<file path="config.mk">
export PLATFORM = sky130hd
export DESIGN_NAME = addr_reg_file
export DESIGN_NICKNAME = d
export VERILOG_FILES = /design/src/rtl/addr_reg_file.sv
export SDC_FILE = /design/constraint.sdc
export NUM_CORES = 1
export LEC_CHECK = 0
export CORE_MARGIN = 1
export CORE_UTILIZATION = 45
export CTS_CLUSTER_SIZE = 20
export DETAILED_ROUTE_END_ITERATION = 8
export PLACE_DENSITY = 0.77
export SLEW_MARGIN = 20
export SYNTH_ARGS = -nofsm -noshare
export SYNTH_HDL_FRONTEND = slang
export SYNTH_SLANG_ARGS = --single-unit
export TNS_END_PERCENT = 20
</file>
<file path="constraint.sdc">
create_clock -name clk -period 5.05 [get_ports clk]
set_input_delay 1.01 -clock clk [delete_from_list [all_inputs] [get_ports clk]]
set_output_delay 1.01 -clock clk [all_outputs]
set_load 0.02 [all_outputs]
</file>
<file path="src/rtl/addr_reg_file.sv">
// Address register file: AR/SP/PCPrev/PC, 8 bits each, with clear/load/dec/inc under per-register enable.
// Write latency 1 cycle, reads combinational; no handshake, so there is no backpressure.
module addr_reg_file (
  input  logic       clk,
  input  logic       rst,
  input  logic [7:0] i,
  input  logic [1:0] funsel,
  input  logic [3:0] r_sel,
  input  logic [1:0] out_a_sel,
  input  logic [1:0] out_b_sel,
  output logic [7:0] out_a,
  output logic [7:0] out_b
);

  typedef enum logic [1:0] {
    FN_CLR  = 2'b00,
    FN_LOAD = 2'b01,
    FN_DEC  = 2'b10,
    FN_INC  = 2'b11
  } fun_t;

  // Storage is indexed by read-select code: 0 AR, 1 SP, 2 PCPrev, 3 PC.
  logic [3:0][7:0] regs;
  logic [3:0][7:0] nxt;
  logic [3:0]      wr_en;
  fun_t            fun;

  assign fun = fun_t'(funsel);

  // r_sel is MSB-first (bit3 = AR), so it is reversed relative to the storage index.
  assign wr_en = {r_sel[0], r_sel[1], r_sel[2], r_sel[3]};

  always_comb begin
    nxt = regs;
    for (int k = 0; k < 4; k++) begin
      case (fun)
        FN_CLR:  nxt[k] = 8'h00;
        FN_LOAD: nxt[k] = i;
        FN_DEC:  nxt[k] = regs[k] - 8'd1;
        FN_INC:  nxt[k] = regs[k] + 8'd1;
        default: nxt[k] = regs[k];
      endcase
    end
  end

  always_ff @(posedge clk or posedge rst) begin
    if (rst) begin
      regs <= '0;
    end else begin
      for (int k = 0; k < 4; k++) begin
        if (wr_en[k]) regs[k] <= nxt[k];
      end
    end
  end

  assign out_a = regs[out_a_sel];
  assign out_b = regs[out_b_sel];

endmodule

</file>
* Word-level counts from Yosys, hierarchy flattened *
Cells that the tools add are included.

storage, ports and cells
  bits in registers = 32
  logic and storage cells = 26

cells by class
  reductions and logical operators = 1
  multiplexer cells = 8
  add/subtract/negate cells = 8
  magnitude comparators = 2
  eq/ne operators = 3

operators by type and width
  operator                                                                       number
  8-bit one-hot mux with 4 select lines                                          4
  8-bit by 1-bit adder with 8-bit output (second input constant)                 4
  8-bit binary-select mux with 2-bit select                                      2
  8-bit by 1-bit subtractor with 8-bit output (second input constant)            4
  8-bit two-way mux                                                              2
  2-bit by 3-bit less-than comparator with 1-bit output (second input constant)  2
  2-bit == test (second input constant)                                          2
  2-bit by 1-bit == test with 1-bit output (second input constant)               1
  2-bit logical NOT                                                              1

* Longest topological paths before layout *
Gate-level depths: netlist of the first run.

  depth in word-level cells = 2
  mapped depth = 10

* Worst setup path before layout of the first run *
No wires, ideal clock.

  kind = input -> register
  start = input funsel[1]
  end = register regs[15] (netlist bit)
  path buffers = 1
  arrival time = 3.323 ns
  data required time = 4.981 ns
  stages = 9
  library setup time = 0.069 ns
  setup slack = 1.658 ns
  cells stage by stage = clkbuf_1 nand2_1 ha_1 a211oi_2 nor3_1 o21a_1 or3_1 a211o_1 nand3_1

on the way
  cells in the longest elaborated chain, start to end = 2
  elaborated cells on any way between the ends = 5
  classes of those cells = eq/ne (3); mux (1); reduce/logical (1)

ends and longest elaborated chain
  what                                         RTL line  source
  start: declaration                           7         input logic [1:0] funsel,
  2-bit == test, or another cell as far along  36        case (fun)
  8-bit one-hot mux with 4 select lines (*)    36
  end signal: indexed assignment               51        if (wr_en[k]) regs[k] <= nxt[k];
  end: declaration                             23        logic [3:0][7:0] regs;

Mark *: on every way between the ends. The rest lies on a longest branch, timed or not.
A chain may end at the register's enable or synchronous reset.

* Worst setup path in the final report of the first run *
  start = input out_a_sel[0]
  end = output out_a[0]

on the way
  cells in the longest elaborated chain, start to end = 2

ends and longest elaborated chain
  what                                       RTL line  source
  start: declaration                         9         input logic [1:0] out_a_sel,
  8-bit binary-select mux with 2-bit select  56        assign out_a = regs[out_a_sel];
  8-bit two-way mux (not written as such)    56
  end: declaration                           11        output logic [7:0] out_a,

Every way passes these cells. The select of a mux whose other input is x is not followed.

==> reports/results.tsv, run 1 <==
metric	value	unit
p_clk_frac	0.173	
p_int	0.865	mW
reg2regPathDepth	7	
ios	36	
start_util	0.463	
synth.avg_cell_area	9.31	sq um
clk_latency	0.30	ns
gp_congestion	0.886	
period_share	0.799	
reg.largest.list	regs x32	
max_slew_margin	0.578	
htree_levels	2	
tritoncts	yes	
drt_iter0_drc	227	
diodes	0	
viasPerCell	6.11	
crit_required	4.04	ns
critical_path_class	input port to output port	
setup_viol	0	
cts.sink_count	32	
drive_above_1_share	0.0843	
rr_startpoint	regs[9]	
dp_hpwl	5530	um
cp_slowest_cell	clkdlybuf4s50_1	
top_register	regs	
skew	0.00563	ns
maxCapViolCount	0	
endpoint_kind	output port	
grt_util_all_layers	0.248	
syn-cell-area	2920	sq um
irDropWorstVdd	0.204	mV
synth_edf_count	0	
grt_pass1_wl	12400	um
yosysMostFrequentCell	a21oi_1	
postCtsSetupBuffers	0	
cts_inserted_buffers	5	
wl_met3	395	um
timing.final.hold_violations	0	
clk_pin_slew_worst_paths	0.07	ns
endpoint	out_a[0]	
die_w	82.6	um
worst_pin_slew	0.630	ns
route.met2.wl	3920	um
synth_warnings	0	
holdBufCountCts	0	
r2r_end	regs[15]	
drc	0	
start_kind	input port	
clk_path_buf_depth	2	
grt_pass1_vias	2545	
synth_area_leader_cell	dfrtp_1	
hold_class	flip-flop to flip-flop	
fill_cells	561	
top_layer	met4	
tns	0	ns
status	finished, final reports clean	
crit_top_cell	clkdlybuf4s50_1	
synth_common_cells	52 x a21oi_1, 32 x dfrtp_1, 24 x ha_1	
firstDrtPassIters	4	
numPortBuffers	35	
synth-seq-cells	32	
regArea	801	sq um
routedLengthMet1	3050	um
drv_slew	0	
final_core_util	0.541	
period_needed	4.04	ns
ys_seq_area_frac	0.274	
syn_inst	314	
ys_dominant_reg_cell	dfrtp_1	
antenna_found_initial	0	
rows	29	
area_delta_synth_final	16.9	%
setup.worst_path.start	out_a_sel[0]	
critPathMaxFanout	8	
grt_setup_unrepaired	no	
arrival	3.03	ns
largest_reg_flops	32	
die_height	82.6	um
critPathMaxStageDelay	0.83	ns
multi_input_area	1990	sq um
fmax	248	MHz
wl	7540	um
core	6310	sq um
vias	2572	
wire_per_inst	17.9	um
nets	391	
ctsResizeCount	0	
gr-total-overflow	0	
synth_cell_type_count	40	
grt_max_degree	37	
p_per_area	424	nW/um^2
p_seq_frac	0.293	
power.switching	0.586	mW
yosysTopAreaCellShare	0.274	
path_cells	clkdlybuf4s50_1, mux4_1, clkdlybuf4s50_1	
root_buffer	clkbuf_8	
synth.area.top_cells	dfrtp_1 27%, mux4_2 11%, ha_1 10%, a21oi_1 8.9%, o21ai_0 3.9%	
async_flop_share	1.00	
synth_nets	362	
worst-r2r-setup-slack	2.94	ns
power_frac_comb	0.534	
die-area	6820	sq um
cellLeakagePower	1.41	nW
switching_share	0.404	
ant_nets	0	
[final cells by class]
class / count / area share
clock buffer: 6 / 0.0212
clock inverter: 2 / 0.0102
timing repair buffer: 39 / 0.111
multi-input combinational: 254 / 0.583
inverter: 11 / 0.0121
tap: 77 / 0.0282
sequential: 32 / 0.234
[worst max-delay path, delay by kind of cell]
| kind | cells | cell delay [ns] |
|---|---|---|
| buffers and inverters | 2 | 1.38 |
| multiplexers | 1 | 0.64 |
[per-stage QoR]
| step | hold WS (ns) | std cells | worst slack (ns) | instance area (sq um) | total power [mW] |
|---|---|---|---|---|---|
| 2_1_floorplan | 0.507 | 314 | 1.66 | 2920 | 0.972 |
| 3_3_place_gp | 0.545 | 413 | 1.01 | 3310 | 1.16 |
| 3_5_place_dp | 0.572 | 413 | 0.990 | 3310 | 1.19 |
| 4_1_cts | 0.584 | 421 | 0.990 | 3420 | 1.45 |
| 5_1_grt | 0.601 | 421 | 0.927 | 3420 | 1.55 |
| 6_report | 0.586 | 421 | 1.01 | 3420 | 1.45 |
[power groups by stage]
stage	registers, mW	clock network (mW)	logic, mW
6_report	0.425	0.251	0.775
5_1_grt	0.434	0.263	0.855
4_1_cts	0.420	0.251	0.774
3_5_place_dp	0.424	0	0.764
3_3_place_gp	0.420	0	0.738
2_1_floorplan	0.386	0	0.586
[metal layers]
metal,up-vias,GRT usage
met5,-,0
met1,1272,0.305
li1,1215,-
met4,0,0.0914
met3,20,0.0549
met2,65,0.426
[cell usage in the layout (no fill, tap or decap), drive strengths merged, types with 5 or more instances in the layout]
master and n:
a21oi 52, clkdlybuf4s50 35, dfrtp 32, ha 24, o21ai 23, nor2 21, mux4 16, nand2 15
xnor2 13, inv 11, a31oi 10, nor2b 10, a21o 9, and2 7, xor2 7, clkbuf 6
nand2b 5, mux2i 5, nand3 5, a211oi 5
[cell families after synthesis]
family	count (synthesis)	synth area share
adders and majority gates	28	0.130
AOI/OAI and AO/OA	110	0.218
DFF	32	0.274
muxes	21	0.143
and+or+nand+nor	75	0.130
buffers and inverters	28	0.0449
xor gates and xnor gates	20	0.0599
[worst min-delay path by stage]
stage | start | end | slack [ns] | cells past startpoint
finish | regs[31] | regs[31] | 0.59 | 2
detailed placement | regs[22] | regs[22] | 0.57 | 2
global placement | regs[22] | regs[22] | 0.55 | 2
global route | regs[30] | regs[30] | 0.60 | 2
CTS | regs[30] | regs[30] | 0.58 | 2
floorplan | regs[22] | regs[22] | 0.51 | 2
(Power assumes the default switching activity.)
==> run 2, diff against run 1 <==
--- a/config.mk
+++ b/config.mk
@@ -9,7 +9,7 @@
 export CORE_UTILIZATION = 45
 export CTS_CLUSTER_SIZE = 20
 export DETAILED_ROUTE_END_ITERATION = 8
-export PLACE_DENSITY = 0.77
+export PLACE_DENSITY = 0.79
 export SLEW_MARGIN = 20
 export SYNTH_ARGS = -nofsm -noshare
 export SYNTH_HDL_FRONTEND = slang
==> constraint.sdc (replaced) <==
create_clock -name clk -period 3.7 [get_ports clk]
set_input_delay 0.74 -clock clk [delete_from_list [all_inputs] [get_ports clk]]
set_output_delay 0.74 -clock clk [all_outputs]
set_load 0.02 [all_outputs]
==> run 2 against run 1 <==
Worst hold slack got worse by 0.0031 ns. Critical endpoint unchanged. Sequential cell count stayed put. Combinational power grew 37%. Critical path type unchanged. Highest routed layer unchanged. Largest cell class unchanged.
==> reports/results.tsv, run 2 (synthesis results as in run 1) <==
metric	value	unit	change
clk_path_buf_depth	2		unchanged
critical_path_class	input port to output port		
gr-total-overflow	0		unchanged
cts_inserted_buffers	5		unchanged
ios	36		unchanged
viasPerCell	5.99		-1.9%
p_clk_frac	0.153		-0.020
crit_required	2.96	ns	-1.08 ns
numPortBuffers	35		unchanged
fill_cells	600		+7.0%
endpoint_kind	output port		
clk_pin_slew_worst_paths	0.07	ns	about the same
postCtsSetupBuffers	0		unchanged
htree_levels	2		unchanged
grt_pass1_vias	2493		-2.0%
wl	7460	um	-1.0%
maxCapViolCount	0		unchanged
top_register	regs		
timing.final.hold_violations	0		unchanged
antenna_found_initial	0		unchanged
nets	393		+0.51%
wire_per_inst	17.6	um	-1.5%
start_util	0.463		unchanged
ant_nets	0		unchanged
die_w	82.6	um	unchanged
firstDrtPassIters	4		unchanged
die_height	82.6	um	unchanged
die-area	6820	sq um	unchanged
critPathMaxFanout	8		unchanged
drive_above_1_share	0.0867		+0.00240
root_buffer	clkbuf_8		
drc	0		unchanged
core	6310	sq um	unchanged
tritoncts	yes		
cts.sink_count	32		unchanged
dp_hpwl	5690	um	+2.9%
drt_iter0_drc	181		-20%
gp_congestion	0.900		+1.5%
max_slew_margin	0.603		+0.0242
grt_max_degree	36		-2.7%
arrival	2.54	ns	-0.49 ns
ctsResizeCount	0		unchanged
vias	2534		-1.5%
period_needed	3.28	ns	
layout_commonest_cell	a21oi_1		
largest_reg_flops	32		unchanged
cellLeakagePower	1.41	nW	about the same
status	finished, final reports clean		
p_seq_frac	0.299		+0.006
area_delta_synth_final	16.8	%	about the same
grt_util_all_layers	0.243		-0.00483
irDropWorstVdd	0.294	mV	+44%
diodes	0		unchanged
setup_viol	0		unchanged
grt_pass1_wl	12100	um	-2.1%
start_kind	input port		
p_per_area	565	nW/um^2	+33%
grt_setup_unrepaired	no		
hold_class	flip-flop to flip-flop		
skew	0.00793	ns	+0.00230 ns
p_total	1.93	mW	+33%
p_int	1.13	mW	+31%
layout_common_cells	52 x a21oi_1, 35 x clkdlybuf4s50_1, 32 x dfrtp_1, 24 x ha_1, 23 x o21ai_0		
drv_slew	0		unchanged
tns	0	ns	unchanged
power_frac_comb	0.549		+0.015
holdBufCountCts	0		unchanged
switching_share	0.412		+0.00877
worst_pin_slew	0.594	ns	-0.0362 ns
power.switching	0.796	mW	+36%
fmax	305	MHz	
clk_latency	0.30	ns	about the same
period_share	0.885		
rows	29		unchanged
reg.largest.list	regs x32		
-- run 2: cell types whose count changed in the layout (fill, tap and decap cells not counted), sizes merged --
cell / delta
clkinv: -1
clkbuf: +2
bufinv: -1
buf: +2
-- run 2: worst paths after layout --
check | from | end | slack (ns) | cells after the start
worst max-delay path | out_a_sel[0] | out_a[0] | 0.42 | 4
worst min-delay path | regs[29] | regs[29] | 0.58 | 2
worst max register to register | regs[10] | regs[15] | 1.61 | 7
worst min register to register | regs[29] | regs[29] | 0.58 | 2
max in group asynchronous | rst | regs[10] | 2.55 | 3
min in group asynchronous | rst | regs[20] | 0.84 | 3
-- run 2: power by group through the flow --
stage / clock, mW / combinational (mW) / sequential [mW]
6_report: 0.295 / 1.06 / 0.577
5_1_grt: 0.307 / 1.17 / 0.588
4_1_cts: 0.294 / 1.06 / 0.571
3_5_place_dp: 0 / 1.05 / 0.576
3_3_place_gp: 0 / 1.02 / 0.567
2_1_floorplan: 0 / 0.799 / 0.527
-- run 2: area by class of cell --
| type | count | area, sq um | share of cell area |
|---|---|---|---|
| timing repair buffer | 41 | 395 | 0.116 |
| tap | 77 | 96.3 | 0.0282 |
| sequential | 32 | 801 | 0.234 |
| inverter | 11 | 41.3 | 0.0121 |
| clock buffer | 8 | 90.1 | 0.0264 |
| multi-input combinational | 254 | 1990 | 0.583 |
-- run 2: critical path, stage by stage --
cell             delay [ns]
clkdlybuf4s50_1        0.45
buf_4                  0.20
mux4_1                 0.58
clkdlybuf4s50_1        0.56
-- run 2: metrics by stage --
stage               area (sq um)  hold slack, ns  setup WS (ns)   util  instances
CTS                         3420           0.580          0.413  0.541        423
floorplan                   2920           0.507          0.578      -        314
global route                3420           0.609          0.366  0.541        423
detailed placement          3330           0.565          0.379  0.527        415
finish                      3420           0.583          0.424  0.541        423
global placement            3330           0.540          0.410  0.527        415
-- run 2: metal layers --
metal  vias up  track usage  share of wire
met5         -            0              0
met4         0       0.0759          0.015
met3        12       0.0495          0.039
met2        53        0.420           0.51
met1      1250        0.306           0.44
li1       1219            -              -
==> run 3, diff against run 2 <==
--- a/config.mk
+++ b/config.mk
@@ -9,9 +9,9 @@
 export CORE_UTILIZATION = 45
 export CTS_CLUSTER_SIZE = 20
 export DETAILED_ROUTE_END_ITERATION = 8
-export PLACE_DENSITY = 0.79
+export PLACE_DENSITY_LB_ADDON = 0.2
 export SLEW_MARGIN = 20
 export SYNTH_ARGS = -nofsm -noshare
 export SYNTH_HDL_FRONTEND = slang
 export SYNTH_SLANG_ARGS = --single-unit
-export TNS_END_PERCENT = 20
+export TNS_END_PERCENT = 1
==> run 3 against run 2 <==
Register-to-register slack worse by 0.04 ns. Setup slack better by 0.015 ns. Core utilization is 0.079 points lower. Worst hold slack worse by 0.0044 ns. First-iteration DRC count is 29% lower. Die area stayed put. Clock skew is 0.0014 ns lower. Design area is 0.15% lower. Routed wire length is 1.6% lower. Sequential cell count stayed put. Cell count stayed put. Power is 2.5% lower. Critical endpoint is now out_b[0]. Largest power group unchanged.
==> reports/results.tsv, run 3 (synthesis results as in run 1) <==
metric	value	unit	change
p_per_area	552	nW/um^2	-2.3%
core	6310	sq um	unchanged
critPathMaxFanout	8		unchanged
grt_pass1_vias	2446		-1.9%
reg.largest.list	regs x32		
cellLeakagePower	1.41	nW	about the same
grt_setup_unrepaired	no		
drt_iter0_drc	128		-29%
arrival	2.52	ns	-0.02 ns
routedLengthMet1	3420	um	+5.0%
p_seq_frac	0.304		+0.005
wl_met3	264	um	-10%
timing.final.hold_violations	0		unchanged
endpoint	out_b[0]		
route.met2.wl	3520	um	-7.3%
hold_class	flip-flop to flip-flop		
layout_commonest_cell	a21oi_1		
clk_path_buf_depth	2		unchanged
area_delta_synth_final	16.6	%	
vias	2469		-2.6%
crit_required	2.96	ns	about the same
worst_pin_slew	0.566	ns	-0.0281 ns
setup.worst_path.start	out_b_sel[0]		
viasPerCell	5.84		-2.6%
htree_levels	2		unchanged
wl	7350	um	-1.6%
antenna_found_initial	0		unchanged
period_needed	3.26	ns	-0.0149 ns
start_util	0.463		unchanged
cts_inserted_buffers	5		unchanged
reg2regPathDepth	7		unchanged
multi_input_area	1990	sq um	unchanged
wire_per_inst	17.4	um	-1.6%
rr_startpoint	regs[29]		
ant_nets	0		unchanged
whs	0.578	ns	-0.00437 ns
tns	0	ns	unchanged
postCtsSetupBuffers	0		unchanged
ios	36		unchanged
gr-total-overflow	0		unchanged
endpoint_kind	output port		
root_buffer	clkbuf_8		
grt_util_all_layers	0.247		+0.00342
p_clk_frac	0.139		-0.014
r2r_end	regs[31]		
power.switching	0.773	mW	-2.9%
ctsResizeCount	0		unchanged
holdBufCountCts	0		unchanged
clk_pin_slew_worst_paths	0.06	ns	about the same
maxCapViolCount	0		unchanged
die_w	82.6	um	unchanged
critical_path_class	input port to output port		
drv_slew	0		unchanged
cts.sink_count	32		unchanged
top_register	regs		
power_frac_comb	0.557		+0.008
drive_above_1_share	0.0896		+0.00289
die_height	82.6	um	unchanged
top_layer	met4		
p_int	1.11	mW	-2.2%
drc	0		unchanged
grt_max_degree	36		unchanged
setup_viol	0		unchanged
skew	0.00658	ns	-0.00136 ns
status	finished, final reports clean		
firstDrtPassIters	4		unchanged
largest_reg_flops	32		unchanged
irDropWorstVdd	0.224	mV	-24%
die-area	6820	sq um	unchanged
fmax	307	MHz	+0.46%
layout_common_cells	52 x a21oi_1, 35 x clkdlybuf4s50_1, 32 x dfrtp_1, 24 x ha_1, 23 x o21ai_0		
numPortBuffers	35		unchanged
clk_latency	0.29	ns	about the same
nets	394		+0.25%
grt_pass1_wl	12300	um	+1.8%
period_share	0.881		-0.00403
regArea	801	sq um	unchanged
diodes	0		unchanged
dp_hpwl	5640	um	-0.93%
gp_congestion	0.866		-3.7%
max_slew_margin	0.621		+0.0188
start_kind	input port		
fill_cells	598		-0.33%
worst-r2r-setup-slack	1.57	ns	-0.04 ns
switching_share	0.411		-0.00180
tritoncts	yes		
rows	29		unchanged
## run 3: metal layers
layer  track usage  vias up
li1              -     1221
met1         0.329     1192
met2         0.411       46
met3        0.0352       10
met4        0.0828        0
met5             0        -
## run 3: cell type report
cell class	count	area share
multi-input cells	254	0.584
inverters	11	0.0121
repair buffers	42	0.118
well taps	77	0.0282
clock inverters	1	0.00147
flip-flops and latches	32	0.235
clock buffers	6	0.0213
## run 3: worst max-delay path, cell delays in order
cell	delay (ns)
clkdlybuf4s50_1	0.46
buf_4	0.20
mux4_1	0.56
clkdlybuf4s50_1	0.56
## run 3: how the worst min path moves through the flow
stage / startpoint / end / slack, ns / depth (start not counted)
finish: regs[30] / regs[30] / 0.58 / 2
global route: regs[27] / regs[27] / 0.61 / 2
CTS: regs[30] / regs[30] / 0.57 / 2
detailed placement: regs[30] / regs[30] / 0.56 / 2
global placement: regs[30] / regs[30] / 0.55 / 2
floorplan: regs[22] / regs[22] / 0.51 / 2
## run 3: through the flow
step | worst slack (ns) | power, mW | utilization | instances | instance area (sq um)
2_1_floorplan | 0.578 | 1.33 | - | 314 | 2920
3_3_place_gp | 0.377 | 1.60 | 0.528 | 416 | 3330
3_5_place_dp | 0.318 | 1.62 | 0.528 | 416 | 3330
4_1_cts | 0.431 | 1.89 | 0.540 | 423 | 3410
5_1_grt | 0.373 | 2.04 | 0.540 | 423 | 3410
6_report | 0.439 | 1.88 | 0.540 | 423 | 3410
## run 3: power groups by stage
stage | Clock [mW] | Sequential [mW] | Combinational [mW]
2_1_floorplan | 0 | 0.527 | 0.799
5_1_grt | 0.288 | 0.590 | 1.17
4_1_cts | 0.267 | 0.570 | 1.05
6_report | 0.261 | 0.573 | 1.05
3_3_place_gp | 0 | 0.568 | 1.03
3_5_place_dp | 0 | 0.575 | 1.04
